==> src/rtl/ldpc_ber_tester_sched.sv <==
// Transaction scheduler for the LDPC BER tester: issues CTRL beats under a credit limit,
// tracks issued/finished/in-flight blocks, and runs continuous or fixed-count sessions.
module ldpc_ber_tester_sched #(
    parameter int unsigned MAX_IN_FLIGHT = 16,
    parameter int unsigned IFW           = 8,
    parameter int unsigned CNT_W         = 64
) (
    input  logic             clk,
    input  logic             reset,
    input  logic             start,
    input  logic             en,
    input  logic             mode,
    input  logic [CNT_W-1:0] target_blocks,
    output logic             ctrl_valid,
    input  logic             ctrl_ready,
    input  logic             status_valid,
    output logic             status_ready,
    input  logic             dout_finish,
    output logic [CNT_W-1:0] issued_blocks,
    output logic [CNT_W-1:0] finished_blocks,
    output logic [IFW-1:0]   in_flight,
    output logic             busy,
    output logic             done,
    output logic             underflow_err
);

    typedef enum logic [1:0] {StIdle, StRun, StDrain, StDone} state_e;

    state_e           state_q, state_d;
    logic             ctrl_valid_q, ctrl_valid_d;
    logic             status_ready_q;
    logic [CNT_W-1:0] issued_q, issued_d;
    logic [CNT_W-1:0] finished_q, finished_d;
    logic [IFW-1:0]   in_flight_q, in_flight_d;
    logic             underflow_q, underflow_d;
    logic             mode_q, mode_d;
    logic [CNT_W-1:0] target_q, target_d;

    logic ctrl_hs;
    logic status_hs;
    logic beat_pending;
    logic can_issue;

    always_comb begin
        ctrl_hs      = ctrl_valid_q && ctrl_ready;
        status_hs    = status_valid && status_ready_q;
        beat_pending = ctrl_valid_q && !ctrl_ready;

        state_d     = state_q;
        mode_d      = mode_q;
        target_d    = target_q;
        underflow_d = underflow_q;
        issued_d    = ctrl_hs ? issued_q + CNT_W'(1) : issued_q;
        finished_d  = status_hs ? finished_q + CNT_W'(1) : finished_q;
        in_flight_d = in_flight_q;

        // A handshake and a finish in the same cycle cancel out.
        if (ctrl_hs && !dout_finish) begin
            in_flight_d = in_flight_q + IFW'(1);
        end else if (!ctrl_hs && dout_finish) begin
            if (in_flight_q != '0) begin
                in_flight_d = in_flight_q - IFW'(1);
            end else begin
                underflow_d = 1'b1;
            end
        end

        can_issue = (state_q == StRun) && en && (in_flight_d < IFW'(MAX_IN_FLIGHT)) &&
                    (!mode_q || (issued_d < target_q)) && !beat_pending;
        // A raised beat is held until accepted, whatever the state does.
        ctrl_valid_d = beat_pending || can_issue;

        unique case (state_q)
            StIdle, StDone: begin
                if (start) begin
                    state_d     = StRun;
                    issued_d    = '0;
                    finished_d  = '0;
                    underflow_d = 1'b0;
                    mode_d      = mode;
                    target_d    = target_blocks;
                end
            end
            StRun: begin
                if (!en || (mode_q && (issued_d == target_q))) begin
                    state_d = StDrain;
                end
            end
            StDrain: begin
                if ((in_flight_d == '0) && !ctrl_valid_d) begin
                    state_d = StDone;
                end
            end
            default: state_d = StIdle;
        endcase
    end

    always_ff @(posedge clk) begin
        if (reset) begin
            state_q        <= StIdle;
            ctrl_valid_q   <= 1'b0;
            status_ready_q <= 1'b0;
            issued_q       <= '0;
            finished_q     <= '0;
            in_flight_q    <= '0;
            underflow_q    <= 1'b0;
            mode_q         <= 1'b0;
            target_q       <= '0;
        end else begin
            state_q        <= state_d;
            ctrl_valid_q   <= ctrl_valid_d;
            status_ready_q <= 1'b1;
            issued_q       <= issued_d;
            finished_q     <= finished_d;
            in_flight_q    <= in_flight_d;
            underflow_q    <= underflow_d;
            mode_q         <= mode_d;
            target_q       <= target_d;
        end
    end

    assign ctrl_valid      = ctrl_valid_q;
    assign status_ready    = status_ready_q;
    assign issued_blocks   = issued_q;
    assign finished_blocks = finished_q;
    assign in_flight       = in_flight_q;
    assign underflow_err   = underflow_q;
    assign busy            = (state_q == StRun) || (state_q == StDrain);
    assign done            = (state_q == StDone);

endmodule
==> config.mk <==
export PLATFORM = sky130hd
export DESIGN_NAME = ldpc_ber_tester_sched
export DESIGN_NICKNAME = d
export VERILOG_FILES = /design/src/rtl/ldpc_ber_tester_sched.sv
export SDC_FILE = /design/constraint.sdc
export NUM_CORES = 1
export LEC_CHECK = 0
export CAP_MARGIN = 20
export CORE_ASPECT_RATIO = 0.7
export CORE_UTILIZATION = 52
export DETAILED_ROUTE_END_ITERATION = 8
export PLACE_DENSITY_LB_ADDON = 0.3
export SKIP_LAST_GASP = 1
export SLEW_MARGIN = 15
export SYNTH_ARGS = -nofsm -noshare
export SYNTH_HDL_FRONTEND = slang
export SYNTH_SLANG_ARGS = --single-unit
export TNS_END_PERCENT = 100
==> constraint.sdc <==
create_clock -name clk -period 4.5 [get_ports clk]
set_input_delay 0.675 -clock clk [delete_from_list [all_inputs] [get_ports clk]]
set_output_delay 0.675 -clock clk [all_outputs]
set_load 0.02 [all_outputs]
==> parameters.txt, run 1 <==
Parameter                              Value

Status
  Result of the run    completed

Worst setup path
  Critical Path End Type    flip-flop
  Crit Path Category    flip-flop to flip-flop
  CP max stage cell    a2111oi_0
  Worst setup SP type    flip-flop
  Critical Path Fanout Max    6
  Critical path's largest stage delay    0.54 ns
  Required time reported for the critical path endpoint    4.93 ns
  Cell Chain, Critical Path    nand4_2 > nor4b_4 > nand4_4 > nor2_2 > nand3_1 > nor3_2 > xor2_1 > ha_1 > a21o_1 > a21o_1 > a2111oi_0 > o2111ai_1 > o22a_1 > o21a_1 > nor2_1
  Critical path data arrival time    4.69 ns
  Most used cell along the critical path    a21o_1
  Buffer and inverter count on the worst path    0
  CP top delay family    simple AND/OR/NAND/NOR gates

Clocking
  CTS clock-pin slew for the worst setup and hold paths    0.06 ns
  Root buffer selected by CTS    clkbuf_16
  TritonCTS clock tree    built
  Number of buffers added by the clock tree synthesis step    21
  Insertion delay to the later sink of the worst-skew pair    0.50 ns
  Number of levels the H-tree was split into    1
  Maximum number of buffers from clock root to sink    3
  TritonCTS sink count    206
  Count of hold buffers inserted by post-cts repair    0

Global routing
  Maximum number of pins on one net before global-route repair    79
  Number of global-route vias before repair    8794
  GRT Residual Overflow    0
  Number of antenna violations at the first check in global routing    0
  First-pass GRT wire length    44500 um
  Tot GR Track Use    26.9%

Logic synthesis
  Flip-flop and latch count after synthesis    206
  Leading cell types by count after synthesis    206 x dfxtp_1, 201 x nand2_1, 110 x a21oi_1, 94 x nor2_1, 84 x inv_1
  Unique masters post-synth    67
  Synthesized area divided by synthesized cell count    8.24 um^2
  Commonest register cell after synthesis    dfxtp_1
  Synth Net Count    1418
  Syn Std Cell Area    0.0105 mm^2
  Cell type contributing the most total cell area after synthesis    dfxtp_1
  Top-count cell post-synth    dfxtp_1
  YS warnings    0
  Proportion of synthesized chip area in sequential cells    39.3%
  Post-synthesis cell count    1273
  Top area cells in the synthesized netlist    dfxtp_1 39%, ha_1 8.7%, nand2_1 7.2%
  Asr flop ratio synth    0%
  Portion of synthesized cell area occupied by the leading cell type    39.3%
  Count of flip-flops with a built-in enable after synthesis    0

Hold path
  Class of the worst hold path    flip-flop to flip-flop

Floorplanning
  Area enclosed by the die boundary    0.0208 mm^2
  Number of ports placed on the die boundary    213
  Initial core utilization    53.0%
  Number of rows created at floorplan    43
  Die Span Y    121 um
  Die width    172 um
  Core footprint    0.0198 mm^2

Route
  Via-to-Cell Ratio    5.36
  Antenna-violating nets left    0
  Via total after detailed routing    9552
  Total routed wirelength    28100 um
  Number of iterations in the first detailed-routing pass    5
  Remaining routing DRC violations    0
  Iteration-0 DRC count of the detailed router    556
  Routed wire length per instance    15.8 um

Timing
  Skew final    0.0139 ns
  RSZ-0062 raised after global routing    false
  Fmax achieved    235 MHz
  Count of final max-slew check failures    0
  Final worst path period need    4.26 ns
  Number of hold-slack violations in the final timing report    0
  Actual slew at the worst max-slew pin    0.852 ns
  Post-route clock period utilization    94.8%
  Final-report setup violation count    0
  Setup WS post-layout    0.236 ns
  Headroom to the max-slew limit    43.2%

Job
  Max Cap Violations    0

Layout
  Ant diodes    0
  Final cell count without fillers    1782
  Layout cell share with drive strength beyond 1    6.75%
  P&R area growth vs syn    31.5%
  Fillers    1667
  Layout Nets    1643

Placed design
  GPL Wtd Cong    0.875
  Cell count after placement    1743
  Detailed placer's ending HPWL    20500 um
  Port buffer count    212
  Pre-CTS setup slack    -0.294 ns

Power
  Max rail drop VDD    0.282 mV
  Power density over cell area    403 mW/mm^2
  Leakage Power    5.43 nW
==> area by class of cell <==
cell class | instances | area, um^2 | share of cell area, %
tap | 270 | 338 | 2.45
clock buffer | 30 | 619 | 4.49
inverter | 84 | 315 | 2.28
multi-input combinational | 937 | 5900 | 42.7
timing repair buffer | 248 | 2390 | 17.3
clock inverter | 7 | 119 | 0.861
sequential | 206 | 4120 | 29.9
==> flip-flops by register name (all words and copies together) (netlist names) <==
name / flops
finished_blocks: 64
issued_blocks: 64
target_q: 64
in_flight: 8
state_q: 2
ctrl_valid: 1
mode_q: 1
status_ready: 1
underflow_err: 1
==> per-layer routing <==
layer	GRT usage, %	vias up	part of all wire (%)	wire length (um)
li1	-	4746	-	-
met1	39.7	4476	49	13700
met2	40.3	287	43	12000
met3	5.19	43	6.8	1900
met4	5.86	0	1.8	508
met5	0	-	0	0
==> cells in the final DEF, fill, tap and decap left out, types with 8 or more instances in the layout <==
master / netlist / layout
nor3_1: 13 / 12
nand2_1: 201 / 199
a21oi_1: 110 / 110
clkbuf_16: 0 / 21
or3_1: 15 / 15
nand4_1: 35 / 35
dfxtp_1: 206 / 206
and4_1: 12 / 12
xor2_1: 58 / 58
and3_1: 31 / 30
nand3_1: 61 / 60
inv_1: 84 / 84
xnor2_1: 55 / 55
clkdlybuf4s50_1: 0 / 211
buf_4: 1 / 36
nor2b_1: 64 / 64
ha_1: 73 / 73
o21ai_0: 21 / 21
nor2_1: 94 / 94
nor4_1: 9 / 8
==> worst min-delay path, cell delays in order (launching register included) <==
cell and delay [ns]:
dfxtp_1 0.31, nand2_1 0.05, a21oi_1 0.05
==> path summary, 6_finish.rpt <==
path	start	end	slack, ns	depth (start not counted)
max reg2reg	issued_blocks[27]	ctrl_valid	0.24	15
min	target_q[9]	target_q[9]	0.45	2
max	issued_blocks[27]	ctrl_valid	0.24	15
min reg2reg	target_q[9]	target_q[9]	0.45	2
==> power by group <==
| part | internal, mW | leakage, nW | total [mW] | switching [mW] |
|---|---|---|---|---|
| Sequential | 1.99 | 1.67 | 2.15 | 0.161 |
| Combinational | 0.601 | 3.40 | 1.54 | 0.938 |
| Clock | 1.13 | 0.356 | 1.87 | 0.742 |
| Total | 3.72 | 5.43 | 5.56 | 1.84 |
==> stage by stage <==
step / total power [mW] / hold WS [ns] / area, um^2 / TNS [ns] / utilization (%)
6_report: 5.56 / 0.454 / 13800 / 0 / 69.7
5_1_grt: 5.88 / 0.468 / 13800 / 0 / 69.7
4_1_cts: 5.58 / 0.455 / 13800 / 0 / 69.5
3_5_place_dp: 3.69 / 0.447 / 13000 / -0.844 / 65.8
3_3_place_gp: 3.65 / 0.443 / 13000 / -0.505 / 65.8
2_1_floorplan: 3.16 / 0.436 / 10500 / 0 / -
==> repair_timing <==
item	4_1_cts	5_1_grt
gates resized for setup	0	5
buffers inserted	0	2
setup endpoints to repair	0	3
==> cell families (layout without fill, tap and decap cells) <==
kind of cell	count (synthesis)	count (layout)	share of synthesized area, %
adder cells (fa/ha/maj)	73	73	8.70
AND/OR/NAND/NOR	575	575	28.1
AO/OA/AOI/OAI	173	173	9.31
multiplexers	2	2	0.203
XOR/XNOR	114	114	9.59
buffers and inverters	130	369	4.78
flip-flops	206	206	39.3
Note: power is estimated with default switching activity, not from simulation.
==> inputs of run 2 (changes only) <==
--- a/config.mk
+++ b/config.mk
@@ -15,4 +15,4 @@
 export SYNTH_ARGS = -nofsm -noshare
 export SYNTH_HDL_FRONTEND = slang
 export SYNTH_SLANG_ARGS = --single-unit
-export TNS_END_PERCENT = 100
+export TNS_END_PERCENT = 1
==> results of run 2 <==
No change in the layout: final DEF, timing and power equal those of run 1.
==> inputs of run 3 (changes only) <==
--- a/config.mk
+++ b/config.mk
@@ -7,7 +7,8 @@
 export LEC_CHECK = 0
 export CAP_MARGIN = 20
 export CORE_ASPECT_RATIO = 0.7
-export CORE_UTILIZATION = 52
+export CORE_UTILIZATION = 54
+export CTS_BUF_LIST = sky130_fd_sc_hd__clkbuf_2 sky130_fd_sc_hd__clkbuf_4 sky130_fd_sc_hd__clkbuf_8
 export DETAILED_ROUTE_END_ITERATION = 8
 export PLACE_DENSITY_LB_ADDON = 0.3
 export SKIP_LAST_GASP = 1
==> run 3 against run 2 <==
Compared with the run above: sequential cell count stayed put; largest cell class unchanged; clock power fell by 7%; setup slack worse by 0.0097 ns; first-iteration DRC count increased by 15%; largest power group unchanged; cell count is 0.56% higher; register-to-register slack about the same; non-clock buffer count down 7; hold slack lost 0.0011 ns; clock skew grew 0.017 ns; count of clock-buffer cells in the layout rose by 25.
==> parameters.txt, run 3 (synthesis results as in run 1) <==
Parameter                              Value

Layout
  Layout Nets    1649 (+0.37%)
  Final cell count without fillers    1792 (+0.56%)
  P&R area growth vs syn    30.9%
  Ant diodes    0 (unchanged)
  Leading cell types in the layout, fill and taps excluded    211 x clkdlybuf4s50_1, 206 x dfxtp_1, 199 x nand2_1, 110 x a21oi_1, 94 x nor2_1
  Layout cell share with drive strength beyond 1    7.92% (+1.2 points)
  Sequential standard cell area    0.00412 mm^2 (unchanged)
  Post-route standard cell area excluding fillers    0.0137 mm^2 (-0.47%)
  Leading cell type in the layout, fill and taps excluded    clkdlybuf4s50_1
  Fillers    1540 (-7.6%)
  Final cell utilization of the core    72.4% (+2.7 points)
  Multi-input logic area    0.00591 mm^2 (+0.23%)

Route
  Top Layer Used    met4
  DRT met1 WL    13500 um (-1.4%)
  Routed length on met3    2050 um (+7.6%)
  Total routed wirelength    28100 um (+0.12%)
  Remaining routing DRC violations    0 (unchanged)
  Routed wire length per instance    15.7 um (-0.43%)
  Met2 wirelength from detailed routing    12100 um (+0.95%)
  Via-to-Cell Ratio    5.35 (-0.28%)
  Iteration-0 DRC count of the detailed router    637 (+15%)
  Via total after detailed routing    9579 (+0.28%)
  Number of iterations in the first detailed-routing pass    5 (unchanged)
  Antenna-violating nets left    0 (unchanged)

Worst setup path
  Critical Path Fanout Max    5 (-1)
  Cell Chain, Critical Path    nand3_1 > nor4b_4 > nand4_4 > nor3_4 > buf_4 > nand2_1 > nor2_1 > xnor2_1 > ha_1 > nand4_1 > nor4_2 > buf_4 > nand2_1 > or3_1 > o2111ai_1 > o22ai_1 > o2111ai_1 > nand3_1
  Critical path's largest stage delay    0.46 ns (-0.08 ns)
  Path depth of the worst reg2reg path    18 (+3)
  Required time reported for the critical path endpoint    4.90 ns (-0.03 ns)
  Crit Path Category    flip-flop to flip-flop
  CP top delay family    simple AND/OR/NAND/NOR gates
  Critical path data arrival time    4.68 ns (about the same)
  Critical Path End Type    flip-flop
  Critical path depth    18 (+3)
  CP max stage cell    dfxtp_1
  Worst setup SP type    flip-flop
  Buffer and inverter count on the worst path    2 (+2)

Floorplanning
  Number of ports placed on the die boundary    213 (unchanged)
  Core footprint    0.0190 mm^2 (-4.2%)
  Area enclosed by the die boundary    0.0200 mm^2 (-3.7%)
  Number of rows created at floorplan    42 (-2.3%)
  Die width    169 um (-1.8%)
  Die Span Y    119 um (-1.8%)
  Initial core utilization    55.3% (+2.3 points)

Placed design
  Detailed placer's ending HPWL    20400 um (-0.58%)
  GPL Wtd Cong    0.920 (+5.1%)
  Cell count after placement    1730 (-0.75%)
  Port buffer count    212 (unchanged)
  Post-Place Cell Area    0.0130 mm^2 (-0.46%)

Global routing
  Number of global-route vias before repair    8868 (+0.84%)
  GRT Residual Overflow    0 (unchanged)
  First-pass GRT wire length    44800 um (+0.59%)
  Maximum number of pins on one net before global-route repair    93 (+18%)
  Tot GR Track Use    27.8% (+0.92 points)
  Number of antenna violations at the first check in global routing    0 (unchanged)

Clocking
  Root buffer selected by CTS    clkbuf_8
  CTS clock-pin slew for the worst setup and hold paths    0.07 ns (about the same)
  TritonCTS sink count    206 (unchanged)
  Number of levels the H-tree was split into    2 (+1)
  Number of buffers added by the clock tree synthesis step    34 (+62%)
  Count of hold buffers inserted by post-cts repair    0 (unchanged)
  Maximum number of buffers from clock root to sink    3 (unchanged)
  Insertion delay to the later sink of the worst-skew pair    0.52 ns (+0.02 ns)
  TritonCTS clock tree    built

Status
  Result of the run    completed

Power
  Max rail drop VDD    0.251 mV (-11%)
  Overall power after layout    5.40 mW (-2.9%)
  Leakage Power    5.44 nW (+0.19%)
  Power density over cell area    393 mW/mm^2 (-2.5%)

Timing
  Post-route clock period utilization    95.0% (+0.22 points)
  Headroom to the max-slew limit    28.5% (-15 points)
  Hold slack final    0.453 ns (-0.00112 ns)
  Final worst path period need    4.27 ns (+0.00972 ns)
  Count of final max-slew check failures    0 (unchanged)
  Actual slew at the worst max-slew pin    1.07 ns (+0.221 ns)
  Number of hold-slack violations in the final timing report    0 (unchanged)
  Final-report setup violation count    0 (unchanged)
  Fmax achieved    234 MHz (-0.23%)
  Skew final    0.0312 ns (+0.0173 ns)

Hold path
  Class of the worst hold path    flip-flop to flip-flop
  Worst Hold Depth    2 (unchanged)

Job
  Max Cap Violations    0 (unchanged)
-- run 3: cell count changes in the layout (fill, tap and decap cells not counted), sizes merged --
cell and change:
clkinv +3, clkinvlp -2, clkbuf +25, bufinv -3, buf -7
-- run 3: repair_timing --
item                                    in CTS  in global routing
endpoints found under the hold margin        0                  0
setup buffers                                0                  2
endpoints found under the setup margin       0                  3
resized for setup                            0                  6
-- run 3: final cells by class --
type                    count  share of cell area, %
multi-input cells         937                   43.0
clock buffers              55                   5.06
flip-flops and latches    206                   30.0
clock inverters             5                  0.182
inverters                  84                   2.30
well taps                 264                   2.40
repair buffers            241                   17.0
-- run 3: final timing paths --
kind | startpoint | endpoint | slack [ns]
setup reg to reg | issued_blocks[20] | state_q[0] | 0.23
setup / recovery | issued_blocks[20] | state_q[0] | 0.23
hold reg to reg | target_q[1] | target_q[1] | 0.45
hold / removal | target_q[1] | target_q[1] | 0.45
-- run 3: worst reg2reg max path: stages (launching register included) --
cell and delay, ns:
dfxtp_1 0.46, nand3_1 0.25, nor4b_4 0.44, nand4_4 0.18, nor3_4 0.19, buf_4 0.15
nand2_1 0.09, nor2_1 0.16, xnor2_1 0.10, ha_1 0.33, nand4_1 0.18, nor4_2 0.38
buf_4 0.18, nand2_1 0.04, or3_1 0.38, o2111ai_1 0.16, o22ai_1 0.15, o2111ai_1 0.23
nand3_1 0.10
-- run 3: per-layer routing --
metal,global-route usage (%),vias up
li1,-,4757
met1,40.5,4436
met2,41.8,336
met3,5.26,50
met4,7.44,0
met5,0,-
-- run 3: power by group --
group          internal, mW  switching (mW)
Clock                 0.976           0.752
Sequential             1.99           0.160
Combinational         0.587           0.932
Total                  3.56            1.84
-- run 3: per-stage QoR --
stage / setup TNS (ns) / setup slack [ns]
finish: 0 / 0.226
global route: -0.000238 / -0.000238
CTS: 0 / 0.202
detailed placement: -0.662 / -0.228
global placement: -0.303 / -0.111
floorplan: 0 / 0.664
